[config.mk]
export PLATFORM = sky130hd
export DESIGN_NAME = character_registers
export DESIGN_NICKNAME = d
export VERILOG_FILES = /design/src/rtl/pacman_pkg.sv /design/src/rtl/char_step.sv /design/src/rtl/character_registers.sv
export SDC_FILE = /design/constraint.sdc
export NUM_CORES = 1
export LEC_CHECK = 0
export ABC_AREA = 1
export BUFFER_PORTS_ARGS = -buffer_cell sky130_fd_sc_hd__buf_2
export CORE_AREA = 2 2 140 170
export DETAILED_ROUTE_END_ITERATION = 7
export DIE_AREA = 0 0 142 172
export PLACE_DENSITY = 0.52
export SYNTH_ARGS = -nofsm -noshare
export SYNTH_HDL_FRONTEND = slang
export SYNTH_SLANG_ARGS = --single-unit
[constraint.sdc]
create_clock -name clk -period 3.9 [get_ports clk]
set_clock_uncertainty 0.05 [all_clocks]
set_input_delay 0.78 -clock clk [delete_from_list [all_inputs] [get_ports clk]]
set_output_delay 0.78 -clock clk [all_outputs]
set_load 0.05 [all_outputs]
[src/rtl/pacman_pkg.sv]
// Shared Pacman definitions: direction codes, character indices, start positions,
// sprite size and the character-register FSM states.
package pacman_pkg;

  localparam logic [2:0] DIR_STOP  = 3'd0;
  localparam logic [2:0] DIR_LEFT  = 3'd1;
  localparam logic [2:0] DIR_RIGHT = 3'd2;
  localparam logic [2:0] DIR_UP    = 3'd3;
  localparam logic [2:0] DIR_DOWN  = 3'd4;

  localparam logic [2:0] CHAR_PAC  = 3'd0;

  localparam logic [7:0] PAC_START_X = 8'd50;
  localparam logic [7:0] PAC_START_Y = 8'd80;

  localparam logic [7:0] SPRITE_SIZE = 8'd5;

  typedef enum logic [1:0] {
    ST_IDLE   = 2'd0,
    ST_UPDATE = 2'd1,
    ST_CHECK  = 2'd2,
    ST_DONE   = 2'd3
  } state_t;

  function automatic logic [7:0] start_x(input logic [2:0] idx);
    case (idx)
      3'd0:    return PAC_START_X;
      3'd1:    return 8'd45;
      3'd2:    return 8'd50;
      3'd3:    return 8'd55;
      3'd4:    return 8'd50;
      default: return 8'd0;
    endcase
  endfunction

  function automatic logic [7:0] start_y(input logic [2:0] idx);
    case (idx)
      3'd0:    return PAC_START_Y;
      3'd1:    return 8'd50;
      3'd2:    return 8'd50;
      3'd3:    return 8'd50;
      3'd4:    return 8'd40;
      default: return 8'd0;
    endcase
  endfunction

  // Codes 5-7 are reserved and behave as STOP.
  function automatic logic [2:0] dir_decode(input logic [2:0] code);
    if (code > DIR_DOWN) begin
      return DIR_STOP;
    end else begin
      return code;
    end
  endfunction

  // 9-bit difference so that e.g. 2 - 250 cannot wrap into a small value.
  function automatic logic within_sprite(input logic [7:0] a, input logic [7:0] b);
    logic [8:0] d;
    d = {1'b0, a} - {1'b0, b};
    if (d[8]) begin
      d = 9'd0 - d;
    end else begin
      d = d;
    end
    return (d < {1'b0, SPRITE_SIZE});
  endfunction

endpackage

[src/rtl/char_step.sv]
// Combinational next position for one character: horizontal tunnel wrap, vertical clamp.
module char_step
  import pacman_pkg::*;
(
  input  logic [7:0] i_x,
  input  logic [7:0] i_y,
  input  logic [2:0] i_dir,
  input  logic [7:0] i_x_max,
  input  logic [7:0] i_y_max,
  output logic [7:0] o_x,
  output logic [7:0] o_y
);

  always_comb begin
    o_x = i_x;
    o_y = i_y;
    case (i_dir)
      DIR_LEFT:  o_x = (i_x == 8'd0)     ? i_x_max : i_x - 8'd1;
      DIR_RIGHT: o_x = (i_x >= i_x_max)  ? 8'd0    : i_x + 8'd1;
      DIR_UP:    o_y = (i_y == 8'd0)     ? 8'd0    : i_y - 8'd1;
      DIR_DOWN:  o_y = (i_y >= i_y_max)  ? i_y_max : i_y + 8'd1;
      default: begin
        o_x = i_x;
        o_y = i_y;
      end
    endcase
  end

endmodule

[src/rtl/character_registers.sv]
// Position/direction store for Pacman and the ghosts, stepped once per game tick.
// Optional Pacman/ghost collision check is enabled by defining CHARREG_COLLISION_EN.
module character_registers
  import pacman_pkg::*;
#(
  parameter int         NUM_CHARS = 5,
  parameter logic [7:0] X_MAX     = 8'd103,
  parameter logic [7:0] Y_MAX     = 8'd113
) (
  input  logic       clk,
  input  logic       reset_n,
  input  logic [2:0] char_sel,
  output logic [7:0] char_x,
  output logic [7:0] char_y,
  output logic       pac_orient,
  input  logic       tick,
  input  logic       dir_valid,
  output logic       dir_ready,
  input  logic [2:0] dir_char,
  input  logic [2:0] dir_code,
  output logic       busy,
  output logic       collision,
  output logic       tick_overrun
);

  localparam logic [2:0] LAST_IDX = 3'(NUM_CHARS - 1);

  state_t     r_state, w_state_nxt;
  logic [2:0] r_idx, w_idx_nxt;
  logic [7:0] r_x   [NUM_CHARS];
  logic [7:0] r_y   [NUM_CHARS];
  logic [2:0] r_dir [NUM_CHARS];
  logic       r_pac_orient;
  logic       r_tick_overrun;
  logic [7:0] w_cur_x, w_cur_y, w_step_x, w_step_y;
  logic [2:0] w_cur_dir;
  logic       w_dir_accept;

  assign w_dir_accept = dir_valid && (r_state == ST_IDLE);
  assign dir_ready    = (r_state == ST_IDLE);
  assign busy         = (r_state != ST_IDLE);
  assign pac_orient   = r_pac_orient;
  assign tick_overrun = r_tick_overrun;

  // Display read port and the character currently addressed by the FSM
  always_comb begin
    char_x    = 8'd0;
    char_y    = 8'd0;
    w_cur_x   = 8'd0;
    w_cur_y   = 8'd0;
    w_cur_dir = DIR_STOP;
    for (int i = 0; i < NUM_CHARS; i++) begin
      char_x    = (char_sel == 3'(i)) ? r_x[i]   : char_x;
      char_y    = (char_sel == 3'(i)) ? r_y[i]   : char_y;
      w_cur_x   = (r_idx == 3'(i))    ? r_x[i]   : w_cur_x;
      w_cur_y   = (r_idx == 3'(i))    ? r_y[i]   : w_cur_y;
      w_cur_dir = (r_idx == 3'(i))    ? r_dir[i] : w_cur_dir;
    end
  end

  char_step u_step (
    .i_x     (w_cur_x),
    .i_y     (w_cur_y),
    .i_dir   (w_cur_dir),
    .i_x_max (X_MAX),
    .i_y_max (Y_MAX),
    .o_x     (w_step_x),
    .o_y     (w_step_y)
  );

  // Frame sequencer next-state
  always_comb begin
    w_state_nxt = r_state;
    w_idx_nxt   = r_idx;
    case (r_state)
      ST_IDLE: begin
        if (tick) begin
          w_state_nxt = ST_UPDATE;
          w_idx_nxt   = 3'd0;
        end else begin
          w_state_nxt = ST_IDLE;
        end
      end
      ST_UPDATE: begin
        if (r_idx == LAST_IDX) begin
`ifdef CHARREG_COLLISION_EN
          w_state_nxt = ST_CHECK;
          w_idx_nxt   = 3'd1;
`else
          w_state_nxt = ST_DONE;
`endif
        end else begin
          w_idx_nxt = r_idx + 3'd1;
        end
      end
      ST_CHECK: begin
        if (r_idx == LAST_IDX) begin
          w_state_nxt = ST_DONE;
        end else begin
          w_idx_nxt = r_idx + 3'd1;
        end
      end
      ST_DONE:  w_state_nxt = ST_IDLE;
      default:  w_state_nxt = ST_IDLE;
    endcase
  end

  // Frame sequencer state register
  always_ff @(posedge clk or negedge reset_n) begin
    if (!reset_n) begin
      r_state <= ST_IDLE;
      r_idx   <= 3'd0;
    end else begin
      r_state <= w_state_nxt;
      r_idx   <= w_idx_nxt;
    end
  end

  // Position/direction register file, Pacman facing and overrun flag
  always_ff @(posedge clk or negedge reset_n) begin
    if (!reset_n) begin
      for (int i = 0; i < NUM_CHARS; i++) begin
        r_x[i]   <= start_x(3'(i));
        r_y[i]   <= start_y(3'(i));
        r_dir[i] <= DIR_STOP;
      end
      r_pac_orient   <= 1'b0;
      r_tick_overrun <= 1'b0;
    end else begin
      for (int i = 0; i < NUM_CHARS; i++) begin
        if ((r_state == ST_UPDATE) && (r_idx == 3'(i))) begin
          r_x[i] <= w_step_x;
          r_y[i] <= w_step_y;
        end
        if (w_dir_accept && (dir_char == 3'(i))) begin
          r_dir[i] <= dir_decode(dir_code);
        end
      end
      if (w_dir_accept && (dir_char == CHAR_PAC) && (dir_code == DIR_LEFT)) begin
        r_pac_orient <= 1'b0;
      end else if (w_dir_accept && (dir_char == CHAR_PAC) && (dir_code == DIR_RIGHT)) begin
        r_pac_orient <= 1'b1;
      end
      if (tick && (r_state != ST_IDLE)) begin
        r_tick_overrun <= 1'b1;
      end
    end
  end

`ifdef CHARREG_COLLISION_EN
  logic r_hit, r_collision;

  // Frame-local hit flag, published to collision once every ghost has been checked
  always_ff @(posedge clk or negedge reset_n) begin
    if (!reset_n) begin
      r_hit       <= 1'b0;
      r_collision <= 1'b0;
    end else begin
      case (r_state)
        ST_IDLE:  r_hit <= tick ? 1'b0 : r_hit;
        ST_CHECK: r_hit <= r_hit | (within_sprite(r_x[0], w_cur_x) & within_sprite(r_y[0], w_cur_y));
        ST_DONE:  r_collision <= r_hit;
        default:  r_hit <= r_hit;
      endcase
    end
  end

  assign collision = r_collision;
`else
  assign collision = 1'b0;
`endif

endmodule

==> impl_metrics.ini, run 1 <==
[yosys]
synthTopCellsByArea = dfrtp_1 (26%), nand2_1 (24%), dfstp_2 (12%), inv_1 (6.1%), nor2_1 (4.3%)
syn-instance-count = 1022
synth_nets = 1048
ys.flop_type = dfrtp_1
syn_area_um2 = 6750
synth_top_area_cell = dfrtp_1
ys_async_sr_fraction_pct = 100
synth_enable_flop_cells = 0
yosysTopAreaCellShare_pct = 26.3
netlist-cell-type-count = 41
synth_most_common_cell = nand2_1
ys_warn_count = 0
ys_seq_area_share_pct = 38.4
syn_avg_cell_area_um2 = 6.60
yosys-top-cells-count = nand2_1 (437), inv_1 (109), nor2_1 (78)
synth_seq_cells = 102

[floorplanning]
initial_core_util_pct = 29.6
core_um2 = 22800
rows = 61
die_h_um = 172
die_width_um = 142
io_pins = 34
die-area_um2 = 24400

[setup_path]
cp_top_family = simple AND/OR/NAND/NOR gates
critPathBufInv = 4
cp-end-kind = output pin
startpoint = char_sel[2]
critPathMostFrequentCell = buf_2
slowest_stage = nor3_2
critPathMaxStageDelay_ns = 0.68
r2r_end = r_y[4]
crit_type = primary input to output pin
r2r-start = r_idx[0]
ff2ff_path_depth = 19
path_depth = 7
cp-start-kind = primary input
worstPathMaxFanout = 10
crit_end = char_y[7]
crit_chain = buf_2 -> inv_1 -> nor3_2 -> buf_4 -> nand2_1 -> nand3_1 -> buf_2
crit_arrival_ns = 2.57
cp_data_required_time_ns = 3.07
r2r_setup_slack_ns = 0.64

[finish]
final_cell_area_um2 = 7620
nets = 1088
nFillCells = 2531
fin_cells = 1350
area_delta_synth_final_pct = 12.9
drive_gt1_share_pct = 14.5
num_antenna_cells = 0

[drt]
drc = 0
drtAntennaViolNets = 0
routed_wl_um = 23000
vias = 6617
drtPass1Iterations = 5
wire_per_inst_um = 17.1
drt_iter0_markers = 573
vias_per_cell = 4.90

[global_route]
grt-ovfl-total = 0
grt_pass1_vias = 6275
use_met2_pct = 35.0
grt_use_met1_pct = 24.3
grt_usage_pct = 19.7
grt_pass1_wl_um = 36300
grt_max_degree = 68
grt_use_met3_pct = 2.77
busiest_layer = met2
antenna_found_initial = 0

[worst_hold_path]
hp-class = flop to flop
whs_path_depth = 1

[clocking]
clkTransAtPathRegs_ns = 0.07
cts_sinks = 102
cts_buffers = 9
cts_max_level = 3
postCtsHoldBufs = 0
clock_path_buffers = 2
ctsRootBufferMaster = clkbuf_16
cts_setup_buffers = 0
clock_latency_ns = 0.37
cts_tree = built
cts_resized = 0

[sta]
setup_slack_ns = 0.501
worst_pin_slew_ns = 0.954
tns_ns = 0
fmax_ghz = 0.294
drv_slew = 0
period_minus_slack_ns = 3.40
rsz0062_at_grt = no
post-route-period-util_pct = 87.1
setup_viol = 0
final_hold_viol_count = 0
slew-limit-headroom_pct = 36.4

[pwr]
vdd_drop_max_mv = 0.279
total_power_mw = 6.84
power.density_nw_per_um2 = 898
p_leak_nw = 3.86

[placement]
placed_cells = 1334
place_area_um2 = 7330
pre_cts_ws_ns = 0.567
place.gp.congestion = 0.870
port_buffers = 32
dp_hpwl_um = 16100

[flow_run]
drv_cap = 0

[status]
status = complete, no violations
layout make-up:
cell class              count  area (µm²)  share of cell area [%]
clock buffers               9         225                    2.96
clock inverters             7        67.6                   0.887
inverters                 124         465                    6.11
multi-input cells         766        3550                    46.6
flip-flops and latches    102        2590                    34.0
well taps                 283         354                    4.65
repair buffers             59         365                    4.80
routing by layer:
metal / wire (µm) / share of wire, %
met1: 9600 / 42
met2: 11600 / 51
met3: 1240 / 5.4
met4: 566 / 2.5
met5: 0 / 0
worst reg2reg max path: cells and delay by family (launching register included):
kind / cells / cell delay [ns]
buffers and inverters: 5 / 0.78
DFF: 1 / 0.41
adders and majority gates: 2 / 0.47
AOI/OAI and AO/OA: 2 / 0.21
and+or+nand+nor: 10 / 1.24
worst min path at each step:
| stage | from | to |
|---|---|---|
| final | tick_overrun | tick_overrun |
| after global routing | tick_overrun | tick_overrun |
| after CTS | tick_overrun | tick_overrun |
| after detailed placement | tick_overrun | tick_overrun |
| after global placement | tick_overrun | tick_overrun |
| after floorplan | r_x[36] | r_x[36] |
report_power, final:
| group | total (mW) | switching, mW | leakage (nW) | internal [mW] |
|---|---|---|---|---|
| clock network | 0.923 | 0.475 | 0.140 | 0.449 |
| registers | 1.74 | 0.250 | 1.26 | 1.49 |
| logic | 4.17 | 2.99 | 2.46 | 1.19 |
layout by cell type (no fill, tap or decap), types with 8 or more instances in the layout:
cell type / count
a21oi_1: 28
buf_2: 31
buf_4: 28
clkbuf_16: 9
clkinv_1: 8
dfrtp_1: 71
dfstp_2: 31
ha_1: 13
inv_1: 109
nand2_1: 437
nand2_2: 9
nand3_1: 57
nand3_2: 8
nand4_1: 11
nor2_1: 78
o21ai_0: 32
o21ai_1: 32
o22ai_1: 16
per-stage QoR:
stage	hold slack [ns]	util (%)
2_1_floorplan	0.398	-
3_3_place_gp	0.392	32.1
3_5_place_dp	0.392	32.1
4_1_cts	0.410	33.4
5_1_grt	0.420	33.4
6_report	0.402	33.4
kinds of logic (layout without fill, tap and decap cells):
group                    after synthesis  count (layout)  share of synthesized area, %
AO/OA/AOI/OAI                        125             125                          11.0
buffers and inverters                154             199                          9.18
AND/OR/NAND/NOR                      622             622                          38.3
flip-flops                           102             102                          38.4
other                                  1               1                        0.0556
XOR/XNOR                               5               5                         0.649
adder cells (fa/ha/maj)               13              13                          2.41
state kept, by name, summed over array words and instances, names as in the netlist:
name,cells
pac_orient,1
r_y,40
r_dir,15
tick_overrun,1
r_state,2
r_idx,3
r_x,40
Power figures use the tool's default switching activity.
==> inputs of run 2 (changes only) <==
CORE_AREA = 2 2 130 158   (was 2 2 140 170)
DIE_AREA = 0 0 132 160   (was 0 0 142 172)
PLACE_DENSITY = 0.58   (was 0.52)
==> run 2 against run 1 <==
Clock-buffer cell count is the same. Largest cell class unchanged. Non-clock buffer count down 6. Total power increased by 0.81%. First-iteration DRC count is 18% lower. Highest routed layer unchanged. Worst setup slack worse by 0.091 ns. Global-route usage grew 1.3 points. Combinational power shrank 2%. Register-to-register slack about the same. Critical endpoint is now char_x[3]. Wire length fell by 5.3%. Sequential share of layout area up 0.056 points.
==> impl_metrics.ini, run 2 (same netlist as run 1, synthesis figures left out) <==
[worst_hold_path]
hp-class = flop to flop

[finish]
drive_gt1_share_pct = 14.0
nFillCells = 2130
layout_commonest_cell = nand2_1
num_antenna_cells = 0
area_delta_synth_final_pct = 12.8
nets = 1082
fin_cells = 1326
reg_top3 = r_x (40), r_y (40), r_dir (15)
final_cell_mix = nand2_1 (437), inv_1 (109), nor2_1 (78)

[setup_path]
cp-end-kind = output pin
cp-start-kind = primary input
slowest_stage = nand3_1
worstPathMaxFanout = 14
crit_arrival_ns = 2.66
crit_type = primary input to output pin
cp_data_required_time_ns = 3.07
critPathBufInv = 3
crit_chain = buf_2 -> inv_1 -> nand3_1 -> o22ai_1 -> a21oi_1 -> nand3_1 -> buf_2
cp_top_family = simple AND/OR/NAND/NOR gates
critPathMaxStageDelay_ns = 0.61

[sta]
setup_slack_ns = 0.410
worst_pin_slew_ns = 0.802
fmax_ghz = 0.287
drv_slew = 0
setup_viol = 0
final_hold_viol_count = 0
period_minus_slack_ns = 3.49
rsz0062_at_grt = no
post-route-period-util_pct = 89.5
whs_ns = 0.403
tns_ns = 0
slew-limit-headroom_pct = 46.5

[placement]
pre_cts_ws_ns = 0.439
dp_hpwl_um = 15100
placed_cells = 1310
port_buffers = 32
place.gp.congestion = 0.904

[floorplanning]
die_h_um = 160
rows = 57
die-area_um2 = 21100
die_width_um = 132
initial_core_util_pct = 34.1
core_um2 = 19800
io_pins = 34

[pwr]
total_power_mw = 6.90
vdd_drop_max_mv = 0.306
power.density_nw_per_um2 = 907
p_leak_nw = 3.85

[clocking]
postCtsHoldBufs = 0
cts_sinks = 102
clock_path_buffers = 2
clkTransAtPathRegs_ns = 0.07
clock_latency_ns = 0.35
cts_buffers = 9
cts_resized = 0
cts_max_level = 3
cts_setup_buffers = 0
cts_tree = built
ctsRootBufferMaster = clkbuf_16

[global_route]
grt_pass1_vias = 6332
antenna_found_initial = 0
grt-ovfl-total = 0
grt_pass1_wl_um = 34900
grt_max_degree = 53
grt_usage_pct = 21.0

[drt]
vias = 6617
wire_per_inst_um = 16.5
drc = 0
drtPass1Iterations = 5
drtAntennaViolNets = 0
routed_wl_um = 21800
drt_iter0_markers = 469
vias_per_cell = 4.99

[flow_run]
drv_cap = 0

[status]
status = complete, no violations
==> run 2: cell types whose count changed in the layout (fill, tap and decap cells not counted) <==
cell / previous run / this run
inv_6: 3 / 0
clkinvlp_4: 1 / 2
bufinv_16: 0 / 3
clkinv_8: 1 / 0
buf_4: 28 / 22
==> run 2: per-layer routing <==
metal	global-route usage [%]	wire, µm
met1	27.9	9770
met2	34.5	10300
met3	2.98	1100
met4	8.50	703
met5	0	0
==> run 2: path summary, 6_finish.rpt <==
| check | depth (start not counted) | startpoint | slack, ns | to |
|---|---|---|---|---|
| max | 7 | char_sel[1] | 0.41 | char_x[3] |
| min | 1 | tick_overrun | 0.40 | tick_overrun |
| max reg2reg | 16 | r_idx[2] | 0.65 | r_x[19] |
| min reg2reg | 1 | tick_overrun | 0.40 | tick_overrun |
| max in group asynchronous | 2 | reset_n | 2.52 | r_y[38] |
| min in group asynchronous | 1 | reset_n | 0.41 | r_dir[0] |
==> run 2: per-stage QoR <==
step	utilization, %	instance area (µm²)
final	38.5	7610
after CTS	38.5	7610
after detailed placement	36.7	7260
after global routing	38.5	7610
after floorplan	-	6750
after global placement	36.7	7260
==> run 2: area by class of cell <==
type                       instances  area [µm²]  share of cell area (%)
multi-input combinational        766        3550                    46.7
sequential                       102        2590                    34.1
inverter                         124         465                    6.12
tap                              265         332                    4.36
timing repair buffer              53         320                    4.21
clock buffer                       9         225                    2.96
clock inverter                     7         123                    1.61
==> run 2: power breakdown <==
part | switching (mW) | internal [mW]
clock network | 0.430 | 0.630
logic | 2.90 | 1.16
registers | 0.273 | 1.50
total | 3.61 | 3.29
==> inputs of run 3 (changes only) <==
CORE_AREA = 2 2 115 140   (was 2 2 130 158)
DIE_AREA = 0 0 117 142   (was 0 0 132 160)
GPL_TIMING_DRIVEN = 0   (was unset)
PLACE_DENSITY = 0.69   (was 0.58)
==> run 3 against run 2 <==
Clock-buffer cell count rose by 1. Largest power group unchanged. Global-route usage rose by 6.2 points. Critical path depth did not move.
==> impl_metrics.ini, run 3 (same netlist as run 1, synthesis figures left out) <==
[finish]
area_delta_synth_final_pct = 11.5
reg_top3 = r_x (40), r_y (40), r_dir (15)
final_cell_area_um2 = 7520
layout_commonest_cell = nand2_1
fin_cells = 1279
num_antenna_cells = 0
drive_gt1_share_pct = 13.2
final_cell_mix = nand2_1 (437), inv_1 (109), nor2_1 (78)
nets = 1092

[global_route]
grt_max_degree = 64
grt_pass1_vias = 6317
antenna_found_initial = 0
grt_pass1_wl_um = 34000
grt_usage_pct = 27.2
grt-ovfl-total = 0

[drt]
vias_per_cell = 5.32
drtPass1Iterations = 6
vias = 6798
drt_iter0_markers = 655
routed_wl_um = 21600
wire_per_inst_um = 16.9
drc = 0
drtAntennaViolNets = 0

[floorplanning]
initial_core_util_pct = 44.0
rows = 50
core_um2 = 15300
die-area_um2 = 16600
die_width_um = 117
io_pins = 34
die_h_um = 142

[placement]
port_buffers = 32
place_area_um2 = 7200
place.gp.congestion = 0.898
placed_cells = 1263
pre_cts_ws_ns = 0.00995
dp_hpwl_um = 15400

[setup_path]
crit_chain = buf_2 -> inv_1 -> nor3_2 -> clkbuf_1 -> nand2_1 -> nand3_1 -> buf_2
crit_arrival_ns = 2.85
cp_data_required_time_ns = 3.07
cp-start-kind = primary input
crit_type = primary input to output pin
cp_top_family = buffers and inverters
worstPathMaxFanout = 10
critPathMostFrequentCell = buf_2
critPathBufInv = 4
cp-end-kind = output pin
critPathMaxStageDelay_ns = 0.65
slowest_stage = clkbuf_1

[sta]
post-route-period-util_pct = 94.4
slew-limit-headroom_pct = 37.2
final_hold_viol_count = 0
setup_viol = 0
drv_slew = 0
fmax_ghz = 0.272
tns_ns = 0
setup_slack_ns = 0.217
worst_pin_slew_ns = 0.938
rsz0062_at_grt = no
period_minus_slack_ns = 3.68

[clocking]
ctsRootBufferMaster = clkbuf_16
clock_path_buffers = 2
cts_sinks = 102
cts_max_level = 3
clkTransAtPathRegs_ns = 0.07
cts_tree = built
clock_latency_ns = 0.36
cts_buffers = 9
cts_setup_buffers = 0

[pwr]
sw_frac_of_total_pct = 53.2
p_sw_mw = 3.63
power.density_nw_per_um2 = 908
vdd_drop_max_mv = 0.300
p_leak_nw = 3.82
internal_power_mw = 3.20
clockPowerShare_pct = 14.0
p_seq_share_pct = 25.4
combPwrFrac_pct = 60.6

[flow_run]
drv_cap = 0

[status]
status = complete, no violations

[worst_hold_path]
hp-class = primary input to asynchronous set/reset pin
## run 3: per-stage QoR
| step | utilization (%) | hold slack, ns | total power, mW |
|---|---|---|---|
| floorplan | - | 0.398 | 4.69 |
| global placement | 46.8 | 0.387 | 5.74 |
| detailed placement | 46.9 | 0.394 | 5.82 |
| CTS | 49.0 | 0.370 | 6.78 |
| global route | 49.1 | 0.386 | 7.37 |
| finish | 49.1 | 0.348 | 6.83 |
## run 3: worst paths after layout
path,start,endpoint,slack [ns],cells past startpoint
min reg2reg,tick_overrun,tick_overrun,0.41,1
min,reset_n,pac_orient,0.35,1
min in group clk,tick_overrun,tick_overrun,0.41,1
max,char_sel[1],char_x[3],0.22,7
max reg2reg,r_idx[0],r_y[30],0.27,17
max in group asynchronous,reset_n,r_x[8],2.68,2
## run 3: cell type report
class                      instances  area [µm²]
buffer                            30         159
inverter                         124         465
sequential                       102        2590
clock inverter                     6        67.6
multi-input combinational        766        3550
fill                            1624        7800
tap                              208         260
clock buffer                      10         239
timing repair buffer              33         190
## run 3: power groups by stage
| stage | logic [mW] | registers, mW | clock network [mW] |
|---|---|---|---|
| finish | 4.14 | 1.74 | 0.954 |
| global placement | 4.00 | 1.74 | 0 |
| detailed placement | 4.07 | 1.75 | 0 |
| CTS | 4.09 | 1.73 | 0.962 |
| floorplan | 3.01 | 1.68 | 0 |
| global route | 4.58 | 1.78 | 1.01 |
## run 3: per-layer routing
layer / up-vias / wire length (µm) / GRT usage (%)
li1: 3285 / - / -
met1: 3146 / 8850 / 37.1
met5: - / 0 / 0
met4: 0 / 868 / 11.7
met3: 63 / 1740 / 3.53
met2: 304 / 10200 / 43.3
## run 3: repair_timing
item                                    in CTS  in global routing
endpoints found under the setup margin       1                 13
pin swaps                                    0                  0
resized for setup                            1                  6
hold buffers                                 0                  0
## run 3: worst reg2reg max path, stage by stage (launching register included)
cell	delay (ns)
dfrtp_1	0.40
inv_1	0.12
ha_1	0.32
nand2_2	0.24
inv_2	0.26
clkbuf_4	0.32
nor2_1	0.12
a21oi_4	0.30
ha_1	0.29
nand3_1	0.11
nor2_1	0.16
nand2_1	0.08
nand2_1	0.06
nand2_1	0.06
nand2_1	0.16
nand4_1	0.26
nand2_1	0.14
nand2_1	0.06
